==> src/rtl/shift_right_pipe_pkg.sv <==
// Shared constants and helpers for the pipelined right shifter.
package fp_shift_pkg;

    // Guard, round and sticky bits delivered with every result.
    localparam int GRS_W  = 3;

    // Widest shifter datapath (WIDTH+2) the sticky helper supports.
    localparam int MAX_DW = 128;

    // OR of the bits a right shift by amt discards from the bottom of d.
    // Callers zero-extend their datapath into d, so bits above their own
    // width never contribute. An amount at or beyond the width discards
    // everything.
    function automatic logic discard_or(input logic [MAX_DW-1:0] d, input int amt);
        logic acc;
        acc = 1'b0;
        for (int i = 0; i < MAX_DW; i++) begin
            if (i < amt) begin
                acc = acc | d[i];
            end else begin
                acc = acc;
            end
        end
        return acc;
    endfunction

endpackage

==> src/rtl/shift_right_pipe_if.sv <==
// Valid/ready bus of the shifter: request side (value, amount, fill mode,
// tag) and result side (shifted value, guard/round/sticky, tag).
interface shift_right_pipe_if #(
    parameter int WIDTH = 24,
    parameter int SHW   = 5,
    parameter int TAGW  = 4
);
    logic             in_valid;
    logic             in_ready;
    logic [WIDTH-1:0] in;
    logic [SHW-1:0]   shift;
    logic             arith;
    logic [TAGW-1:0]  in_tag;
    logic             out_valid;
    logic             out_ready;
    logic [WIDTH-1:0] out;
    logic             guard;
    logic             round;
    logic             sticky;
    logic [TAGW-1:0]  out_tag;

    modport master (
        output in_valid, in, shift, arith, in_tag, out_ready,
        input  in_ready, out_valid, out, guard, round, sticky, out_tag
    );

    modport slave (
        input  in_valid, in, shift, arith, in_tag, out_ready,
        output in_ready, out_valid, out, guard, round, sticky, out_tag
    );
endinterface

==> src/rtl/shift_right_pipe_level.sv <==
// One shift level: conditionally shifts right by AMT with fill, folds the
// discarded bits into the running sticky, and registers the stage record.
module shift_right_level
    import fp_shift_pkg::*;
#(
    parameter int WIDTH = 24,
    parameter int SHW   = 5,
    parameter int TAGW  = 4,
    parameter int LEVEL = 0,
    parameter int AMT   = 1 << LEVEL
) (
    input  logic             clk,
    input  logic             rst,
    input  logic             en,
    input  logic             src_valid,
    input  logic [WIDTH+1:0] src_data,
    input  logic             src_sticky,
    input  logic [SHW-1:0]   src_shamt,
    input  logic             src_fill,
    input  logic [TAGW-1:0]  src_tag,
    output logic             dst_valid,
    output logic [WIDTH+1:0] dst_data,
    output logic             dst_sticky,
    output logic [SHW-1:0]   dst_shamt,
    output logic             dst_fill,
    output logic [TAGW-1:0]  dst_tag
);
    localparam int DW = WIDTH + 2;

    typedef struct packed {
        logic            valid;
        logic [DW-1:0]   data;
        logic            sticky;
        logic [SHW-1:0]  shamt;
        logic            fill;
        logic [TAGW-1:0] tag;
    } stage_t;

    logic [DW-1:0] shifted_s;
    stage_t        nxt_s;
    stage_t        stage_r;

    // Fixed shift by AMT: bits that fall off the top of the source are
    // replaced by the fill bit; AMT >= DW yields pure fill.
    for (genvar i = 0; i < DW; i++) begin : g_bit
        if (i + AMT < DW) begin : g_take
            assign shifted_s[i] = src_data[i + AMT];
        end else begin : g_fill
            assign shifted_s[i] = src_fill;
        end
    end

    // Build the next stage record, shifting only when this level's bit is set.
    always_comb begin
        nxt_s        = '0;
        nxt_s.valid  = src_valid;
        nxt_s.shamt  = src_shamt;
        nxt_s.fill   = src_fill;
        nxt_s.tag    = src_tag;
        nxt_s.data   = src_data;
        nxt_s.sticky = src_sticky;
        if (src_shamt[LEVEL]) begin
            nxt_s.data   = shifted_s;
            nxt_s.sticky = src_sticky | discard_or(MAX_DW'(src_data), AMT);
        end else begin
            nxt_s.data   = src_data;
            nxt_s.sticky = src_sticky;
        end
    end

    // Stage register: cleared on reset, loaded on global advance, else held (bubbles included).
    always_ff @(posedge clk) begin
        if (rst) begin
            stage_r <= '0;
        end else if (en) begin
            stage_r <= nxt_s;
        end else begin
            stage_r <= stage_r;
        end
    end

    assign dst_valid  = stage_r.valid;
    assign dst_data   = stage_r.data;
    assign dst_sticky = stage_r.sticky;
    assign dst_shamt  = stage_r.shamt;
    assign dst_fill   = stage_r.fill;
    assign dst_tag    = stage_r.tag;

endmodule

==> src/rtl/shift_right_pipe.sv <==
// Pipelined right barrel shifter with guard/round/sticky for FP alignment
// and normalisation. Level SHW-1 (largest step) is first, level 0 last; one
// register per level, so the result appears SHW cycles after acceptance.
module shift_right_pipe
    import fp_shift_pkg::*;
#(
    parameter int WIDTH = 24,
    parameter int SHW   = 5,
    parameter int TAGW  = 4
) (
    input logic               clk,
    input logic               rst,
    shift_right_pipe_if.slave bus
);
    // Datapath carries the value plus guard and round positions below it.
    localparam int DW = WIDTH + GRS_W - 1;

    logic            en_s;
    logic            st_valid_s  [0:SHW];
    logic [DW-1:0]   st_data_s   [0:SHW];
    logic            st_sticky_s [0:SHW];
    logic [SHW-1:0]  st_shamt_s  [0:SHW];
    logic            st_fill_s   [0:SHW];
    logic [TAGW-1:0] st_tag_s    [0:SHW];
    logic            unused_tail_s;

    // The whole pipe advances together; a stalled head freezes every stage.
    assign en_s         = !st_valid_s[SHW] || bus.out_ready;
    assign bus.in_ready = en_s;

    // Entry record: value placed above two zero guard/round bits.
    assign st_valid_s[0]  = bus.in_valid;
    assign st_data_s[0]   = {bus.in, {(GRS_W-1){1'b0}}};
    assign st_sticky_s[0] = 1'b0;
    assign st_shamt_s[0]  = bus.shift;
    assign st_fill_s[0]   = bus.arith & bus.in[WIDTH-1];
    assign st_tag_s[0]    = bus.in_tag;

    for (genvar j = 0; j < SHW; j++) begin : g_lvl
        shift_right_level #(
            .WIDTH (WIDTH),
            .SHW   (SHW),
            .TAGW  (TAGW),
            .LEVEL (SHW - 1 - j)
        ) u_level (
            .clk        (clk),
            .rst        (rst),
            .en         (en_s),
            .src_valid  (st_valid_s[j]),
            .src_data   (st_data_s[j]),
            .src_sticky (st_sticky_s[j]),
            .src_shamt  (st_shamt_s[j]),
            .src_fill   (st_fill_s[j]),
            .src_tag    (st_tag_s[j]),
            .dst_valid  (st_valid_s[j+1]),
            .dst_data   (st_data_s[j+1]),
            .dst_sticky (st_sticky_s[j+1]),
            .dst_shamt  (st_shamt_s[j+1]),
            .dst_fill   (st_fill_s[j+1]),
            .dst_tag    (st_tag_s[j+1])
        );
    end

    // Results come straight from the final stage register.
    assign bus.out_valid = st_valid_s[SHW];
    assign bus.out       = st_data_s[SHW][DW-1:GRS_W-1];
    assign bus.guard     = st_data_s[SHW][1];
    assign bus.round     = st_data_s[SHW][0];
    assign bus.sticky    = st_sticky_s[SHW];
    assign bus.out_tag   = st_tag_s[SHW];

    // Shift amount and fill are no longer needed once the last level is done.
    assign unused_tail_s = ^{st_shamt_s[SHW], st_fill_s[SHW]};

endmodule

==> src/flat_wrapper.sv <==
// flat-port wrapper written by rule: the top's interface ports become plain ports
module shift_right_pipe_flat import fp_shift_pkg::*;
#(
    parameter int WIDTH = 24,
    parameter int SHW   = 5,
    parameter int TAGW  = 4
)
  (clk, rst, bus_in_valid, bus_in, bus_shift, bus_arith, bus_in_tag, bus_out_ready, bus_in_ready, bus_out_valid, bus_out, bus_guard, bus_round, bus_sticky, bus_out_tag);
  shift_right_pipe_if #(.WIDTH(WIDTH), .SHW(SHW), .TAGW(TAGW)) bus_i ();
  input logic clk;
  input logic rst;
  input wire logic [$bits(bus_i.in_valid)-1:0] bus_in_valid;
  input wire logic [$bits(bus_i.in)-1:0] bus_in;
  input wire logic [$bits(bus_i.shift)-1:0] bus_shift;
  input wire logic [$bits(bus_i.arith)-1:0] bus_arith;
  input wire logic [$bits(bus_i.in_tag)-1:0] bus_in_tag;
  input wire logic [$bits(bus_i.out_ready)-1:0] bus_out_ready;
  output wire logic [$bits(bus_i.in_ready)-1:0] bus_in_ready;
  output wire logic [$bits(bus_i.out_valid)-1:0] bus_out_valid;
  output wire logic [$bits(bus_i.out)-1:0] bus_out;
  output wire logic [$bits(bus_i.guard)-1:0] bus_guard;
  output wire logic [$bits(bus_i.round)-1:0] bus_round;
  output wire logic [$bits(bus_i.sticky)-1:0] bus_sticky;
  output wire logic [$bits(bus_i.out_tag)-1:0] bus_out_tag;
  assign bus_i.in_valid = bus_in_valid;
  assign bus_i.in = bus_in;
  assign bus_i.shift = bus_shift;
  assign bus_i.arith = bus_arith;
  assign bus_i.in_tag = bus_in_tag;
  assign bus_i.out_ready = bus_out_ready;
  assign bus_in_ready = bus_i.in_ready;
  assign bus_out_valid = bus_i.out_valid;
  assign bus_out = bus_i.out;
  assign bus_guard = bus_i.guard;
  assign bus_round = bus_i.round;
  assign bus_sticky = bus_i.sticky;
  assign bus_out_tag = bus_i.out_tag;
  shift_right_pipe #(.WIDTH(WIDTH), .SHW(SHW), .TAGW(TAGW)) u_core (.clk(clk), .rst(rst), .bus(bus_i));
endmodule
==> config.mk <==
export PLATFORM = sky130hd
export DESIGN_NAME = shift_right_pipe_flat
export DESIGN_NICKNAME = d
export VERILOG_FILES = /design/src/rtl/shift_right_pipe_pkg.sv /design/src/rtl/shift_right_pipe_if.sv /design/src/rtl/shift_right_pipe_level.sv /design/src/rtl/shift_right_pipe.sv /design/src/flat_wrapper.sv
export SDC_FILE = /design/constraint.sdc
export NUM_CORES = 1
export LEC_CHECK = 0
export ABC_AREA = 0
export CORE_ASPECT_RATIO = 1.5
export CORE_MARGIN = 2
export CORE_UTILIZATION = 25
export CTS_BUF_LIST = sky130_fd_sc_hd__clkbuf_8
export DETAILED_ROUTE_END_ITERATION = 12
export PLACE_DENSITY = 0.49
export REMOVE_ABC_BUFFERS = 1
export SETUP_SLACK_MARGIN = 0.2
export SYNTH_ARGS = -nofsm -noshare
export SYNTH_HDL_FRONTEND = slang
export SYNTH_SLANG_ARGS = --single-unit
==> constraint.sdc <==
create_clock -name clk -period 1.6 [get_ports clk]
set_clock_uncertainty 0.1 [all_clocks]
set_input_delay 0.32 -clock clk [delete_from_list [all_inputs] [get_ports clk]]
set_output_delay 0.32 -clock clk [all_outputs]
set_load 0.02 [all_outputs]
# Yosys cells after proc, flatten, opt, wreduce, memory -nomap -nowiden

Index checks and enable logic that the tools add are counted.

Bits in registers: 174
Logic and storage cells: 94
Bits of input ports: 38

Reductions and logical operators: 2
Bitwise operators: 30
Muxes and demuxes: 34

Operators by type and width:

| cell             | number |
|---|---|
| $mux 27          | 5 |
| $mux 1           | 29 |
| $or 1x1->1       | 29 |
| $and 1x1->1      | 1 |
| $logic_not 1->1  | 1 |
| $logic_or 1x1->1 | 1 |

# Longest topological paths before layout

Depth after elaboration: 29
Gate-level depth with buffers: 7
Gate-level depth less buffers: 4

# Cells and area by module

A second synthesis with hierarchy kept.

Cells, all modules: 792
Area total of the unflattened synthesis: 8001.4 µm²

Modules (own cells, without submodules):

| module                                       | sequential area each (µm²) | cells an instance | area each (µm²) | instances |
|---|---|---|---|---|
| shift_right_level at u_core.g_lvl[0].u_level | 760.7                      | 163               | 1611.5          | 1 |
| shift_right_level at u_core.g_lvl[1].u_level | 760.7                      | 159               | 1600.3          | 1 |
| shift_right_level at u_core.g_lvl[2].u_level | 760.7                      | 156               | 1595.3          | 1 |
| shift_right_level at u_core.g_lvl[3].u_level | 760.7                      | 156               | 1591.5          | 1 |
| shift_right_level at u_core.g_lvl[4].u_level | 760.7                      | 155               | 1586.5          | 1 |
| shift_right_pipe                             | 0.0                        | 3                 | 16.3            | 1 |

# Worst setup path before layout

No wires, ideal clock.

Path type: reg-to-output
Start point: reg u_core.g_lvl[4].u_level.stage_r (netlist bit u_core.g_lvl[4].u_level.dst_valid)
End point: out bus_in_ready
Stages on the path, launching flop included: 6
Data arrival time: 1.084 ns
Required time: 1.180 ns
Path slack: 0.096 ns
Path buffers: 3
Path through: dfxtp_1 > nor2b_4 > buf_6 > inv_4 > buf_4 > buf_2

Longest elaborated chain between the ends: 2

RTL lines:

| element                  | line                         | source |
|---|---|---|
| start: declaration       | shift_right_pipe_level.sv:41 | `stage_t stage_r;` |
| start signal: assignment | shift_right_pipe_level.sv:76 | `stage_r <= nxt_s;` |
| start signal: assignment | shift_right_pipe_level.sv:78 | `stage_r <= stage_r;` |
| $logic_not 1->1          | shift_right_pipe.sv:28       | `assign en_s = !st_valid_s[SHW] \|\| bus.out_ready;` |
| $logic_or 1x1->1         | shift_right_pipe.sv:28       |  |
| end: declaration         | flat_wrapper.sv:18           | `output wire logic [$bits(bus_i.in_ready)-1:0] bus_in_ready;` |

No other way between the ends.

# Final worst setup path

Start point: reg u_core.g_lvl[4].u_level.stage_r (netlist bit u_core.g_lvl[4].u_level.dst_valid)
End point: reg u_core.g_lvl[1].u_level.stage_r (netlist bit u_core.g_lvl[1].u_level.dst_data[14])

Longest elaborated chain between the ends: 2

RTL lines:

| element                | line |
|---|---|
| $logic_not 1->1        | shift_right_pipe.sv:28 |
| $logic_or 1x1->1       | shift_right_pipe.sv:28 |
| end signal: assignment | shift_right_pipe_level.sv:76 |
| end signal: assignment | shift_right_pipe_level.sv:78 |
| end: declaration       | shift_right_pipe_level.sv:41 |

No other way between the ends.
A chain may end at the register's enable or synchronous reset.

==> results by group <==
Final layout
  – Nets: 931
  – Final core utilization: about two fifths
  – Multi-input logic area: 4520 um^2
  – P&R area growth vs syn: 53.1%
  – Finished Layout Cells: around 1,300
  – FF+latch area: 3530 um^2
  – Layout cell share with drive strength beyond 1: ~45%
  – Fillers: between 2,000 and 3,000
  – ANT cells: 0

Route
  – Post-DRT Antenna Nets: 0
  – DRT Wirelength: between 15,000 and 20,000 um
  – Vias per inst: 4.67
  – Wire per inst: roughly 15 um
  – Via count: roughly 5,900
  – Drt drc: 0
  – Starting DRT DRC Count: 247
  – DR pass1 iterations: 4

Power
  – VDD IR max: roughly 470 uV
  – PwrDens: ~760 nW/um^2
  – Pleak: between 3 and 4 nW

Floorplan
  – Width of the chip: 143 um
  – Row count: between 70 and 80
  – Initial core utilization: between 20 and 30%
  – Total core area: 28,500 um^2
  – Die Height: 212 um
  – Die Area: roughly 30,000 um^2
  – Ports: between 70 and 80

Clock tree
  – Clock transition at the registers of the reported paths: 0.09 ns
  – Worst skew pair latency: roughly 0.47 ns
  – CTS Root Cell: clkbuf_8
  – Clk sinks: around 170
  – Buffer depth of the longest clock path: 2
  – CTS H-tree depth: 4
  – CTS tree: yes
  – Total CTS buffers: 17

Yosys
  – Synthesized flop and latch total: ~170
  – Mux cell area share after synthesis: roughly 14%
  – Register area share after synthesis: between 40 and 50%
  – YS warnings: 0
  – Leading post-synthesis cells by cell area: dfxtp_1 48%, mux2i_1 14%, a211oi_1 14%
  – Post-synth cell types: 26
  – Largest area contributor in the netlist: dfxtp_1
  – EDFF count, synth: 0
  – Synth Area in Compound Gates: ~17%
  – Gate Count Post-Synth: 781
  – Top-area cell type share of the netlist area: 48.3%
  – Top_reg_cell synth: dfxtp_1
  – Post-Synth Adder-Cell Area: 0%
  – Simple-gate portion of the synthesized area: 14.7%
  – Most instantiated cells after synthesis: 174 x dfxtp_1, 136 x nor2_1, 130 x a211oi_1
  – Main combinational cell family by area after synthesis: compound AO/OA/AOI/OAI gates
  – FFs w/ async S/R, synth: 0%
  – Most frequent cell after synthesis: dfxtp_1
  – Post-Syn Area: 7220 um^2
  – Synth Area per Inst: 9.24 um^2
  – XOR/XNOR Fraction of Synth Area: 0%

Critical path
  – CP max stage delay: 0.34 ns
  – Crit Path Max Fanout: 8
  – CP endpoint kind: flip-flop
  – Critical path class: flip-flop to flip-flop
  – Crit path launch type: flip-flop
  – Crit Reg-Reg Startpoint: u_core.g_lvl[4].u_level.dst_valid
  – Arr. time, crit path: a little under 2 ns
  – Most used cell, CP: buf_12
  – Cell Chain, Critical Path: nor2b_4 > inv_8 > buf_6 > buf_12 > buf_12 > buf_8 > clkbuf_16 > nor2_4 > a211oi_2
  – R2R cell count: 9
  – Critical Path Slowest Stage Cell: dfxtp_2
  – FF-to-FF setup slack: -0.12 ns
  – RR Endpoint: u_core.g_lvl[1].u_level.dst_data[14]
  – CP Data Required Time: between 1.5 and 2 ns
  – CP Launch Point: u_core.g_lvl[4].u_level.dst_valid

Placement
  – Port bufs: 70
  – Placed cell count: approximately 1,200
  – Routability congestion estimate: between 0.7 and 0.8
  – Post-DP HPWL: 11,600 um

Timing
  – Pins Over Slew Limit: 0
  – Slew HR: between 70% and 80%
  – Worst Tran Pin Value: between 0.3 and 0.4 ns
  – RSZ-0062 raised after global routing: true
  – Endpoints failing hold: 0
  – Min Tclk post-route: about 1.7 ns
  – # setup viols final: 87
  – Period utilization: 107%
  – Max Clk Rate: between 500 and 600 MHz
  – Setup slack after layout: -0.119 ns

GRT
  – First-pass GRT wire length: a little under 30,000 um
  – Vias in the first global route: approximately 5,600
  – Grt total ovfl: 0
  – Tot GR Track Use: a little under an eighth
  – Largest net degree at the start of global routing: 65
  – Initial antenna violation count: 0

Status
  – Status: finished, violations left
  – Failing checks: setup timing

Min path
  – Worst min-delay path class: primary input to flip-flop
  – Hold path depth: 2
  – Hold worst-path end: u_core.g_lvl[1].u_level.dst_shamt[0]
  – Hold Crit Start: rst

Run
  – Max-cap viol count: 0
worst max-delay path by stage:
stage	to	cells after the start
2_1_floorplan	u_core.g_lvl[3].u_level.dst_data[16]	4
3_3_place_gp	u_core.g_lvl[0].u_level.dst_data[24]	5
3_5_place_dp	u_core.g_lvl[0].u_level.dst_data[15]	5
4_1_cts	bus_in_ready	3
5_1_grt	u_core.g_lvl[3].u_level.dst_data[16]	8
6_report	u_core.g_lvl[1].u_level.dst_data[14]	9
critical path: cells and delay by family, from the launching register on:
kind                   cells  cell delay [ns]
AO/OA/AOI/OAI              1             0.05
buffers and inverters      6             0.75
flip-flops                 1             0.34
AND/OR/NAND/NOR            2             0.36
per-stage QoR:
stage / TNS (ns) / hold WS, ns / power [mW] / worst slack, ns / cell area (um^2)
floorplan: -172.55 / 0.285 / 5.02 / -1.07 / 6820
global placement: -61.56 / 0.336 / 5.39 / -0.530 / 8420
detailed placement: -64.47 / 0.343 / 5.40 / -0.572 / 8420
CTS: -8.44 / 0.0876 / 8.42 / -0.175 / 9690
global route: -13.30 / 0.101 / 8.81 / -0.189 / 11000
finish: -6.31 / 0.0989 / 8.44 / -0.119 / 11000
flip-flops by register name, indices dropped and copies added, names as in the netlist:
| register | flops |
|---|---|
| u_core.g_lvl.u_level.dst_shamt | 10 |
| u_core.g_lvl.u_level.dst_fill | 4 |
| u_core.g_lvl.u_level.dst_data | 130 |
| u_core.g_lvl.u_level.dst_tag | 20 |
| u_core.g_lvl.u_level.dst_valid | 5 |
| u_core.g_lvl.u_level.dst_sticky | 5 |
cell families (layout without fill, tap and decap cells):
logic type / after synthesis / after routing
muxes: 104 / 104
buffers and inverters: 72 / 196
AOI/OAI and AO/OA: 177 / 177
DFF: 174 / 174
and+or+nand+nor: 254 / 254
layout by cell type (no fill, tap or decap), types with 2 or more instances in the layout:
| cell | synthesis | routed |
|---|---|---|
| nor3_1 | 2 | 2 |
| nor4_1 | 3 | 3 |
| nor2_1 | 136 | 15 |
| clkbuf_16 | 0 | 10 |
| or4_1 | 3 | 3 |
| nand3_2 | 0 | 2 |
| a21oi_1 | 42 | 37 |
| buf_12 | 0 | 24 |
| nand2_2 | 0 | 4 |
| dfxtp_2 | 0 | 30 |
| mux2i_1 | 104 | 104 |
| buf_16 | 0 | 8 |
| nand2_1 | 79 | 71 |
| nand2_4 | 0 | 4 |
| a21oi_2 | 0 | 4 |
| clkdlybuf4s50_1 | 0 | 36 |
| a211oi_2 | 1 | 76 |
| clkinv_4 | 0 | 3 |
| nor2_2 | 0 | 36 |
| dfxtp_4 | 0 | 2 |
| inv_6 | 0 | 2 |
| dfxtp_1 | 174 | 142 |
| buf_6 | 5 | 35 |
| nand3_1 | 4 | 2 |
| buf_8 | 0 | 8 |
| clkbuf_8 | 0 | 19 |
| nand2b_1 | 24 | 24 |
| nor2_4 | 0 | 85 |
| buf_4 | 12 | 42 |
| clkinv_2 | 0 | 2 |
| clkinvlp_4 | 0 | 4 |
| a211oi_1 | 130 | 55 |
power breakdown:
group / internal [mW] / total [mW] / switching, mW
logic: 0.429 / 0.822 / 0.393
clock network: 1.31 / 2.94 / 1.63
registers: 4.50 / 4.68 / 0.181
total: 6.24 / 8.44 / 2.20
final cells by class:
type / count / area share [%]
clock inverter: 12 / 1.03
inverter: 1 / 0.102
tap: 351 / 3.97
timing repair buffer: 164 / 19.7
multi-input combinational: 535 / 40.9
clock buffer: 19 / 2.37
sequential: 174 / 31.9
metal layers:
layer | global-route usage [%] | vias up | part of all wire, %
met5 | 0 | - | 0
met4 | 4.10 | 0 | 1.4
met1 | 14.2 | 2808 | 43
met2 | 21.8 | 52 | 54
met3 | 1.87 | 18 | 1.3
li1 | - | 2983 | -
what timing repair did:
action	4_1_cts	5_1_grt
hold buffers	0	0
pin swaps	1	14
buffers inserted	12	23
gates resized for setup	354	227
gates cloned	7	14
setup endpoints to repair	203	197
Note: power is estimated with default switching activity, not from simulation.
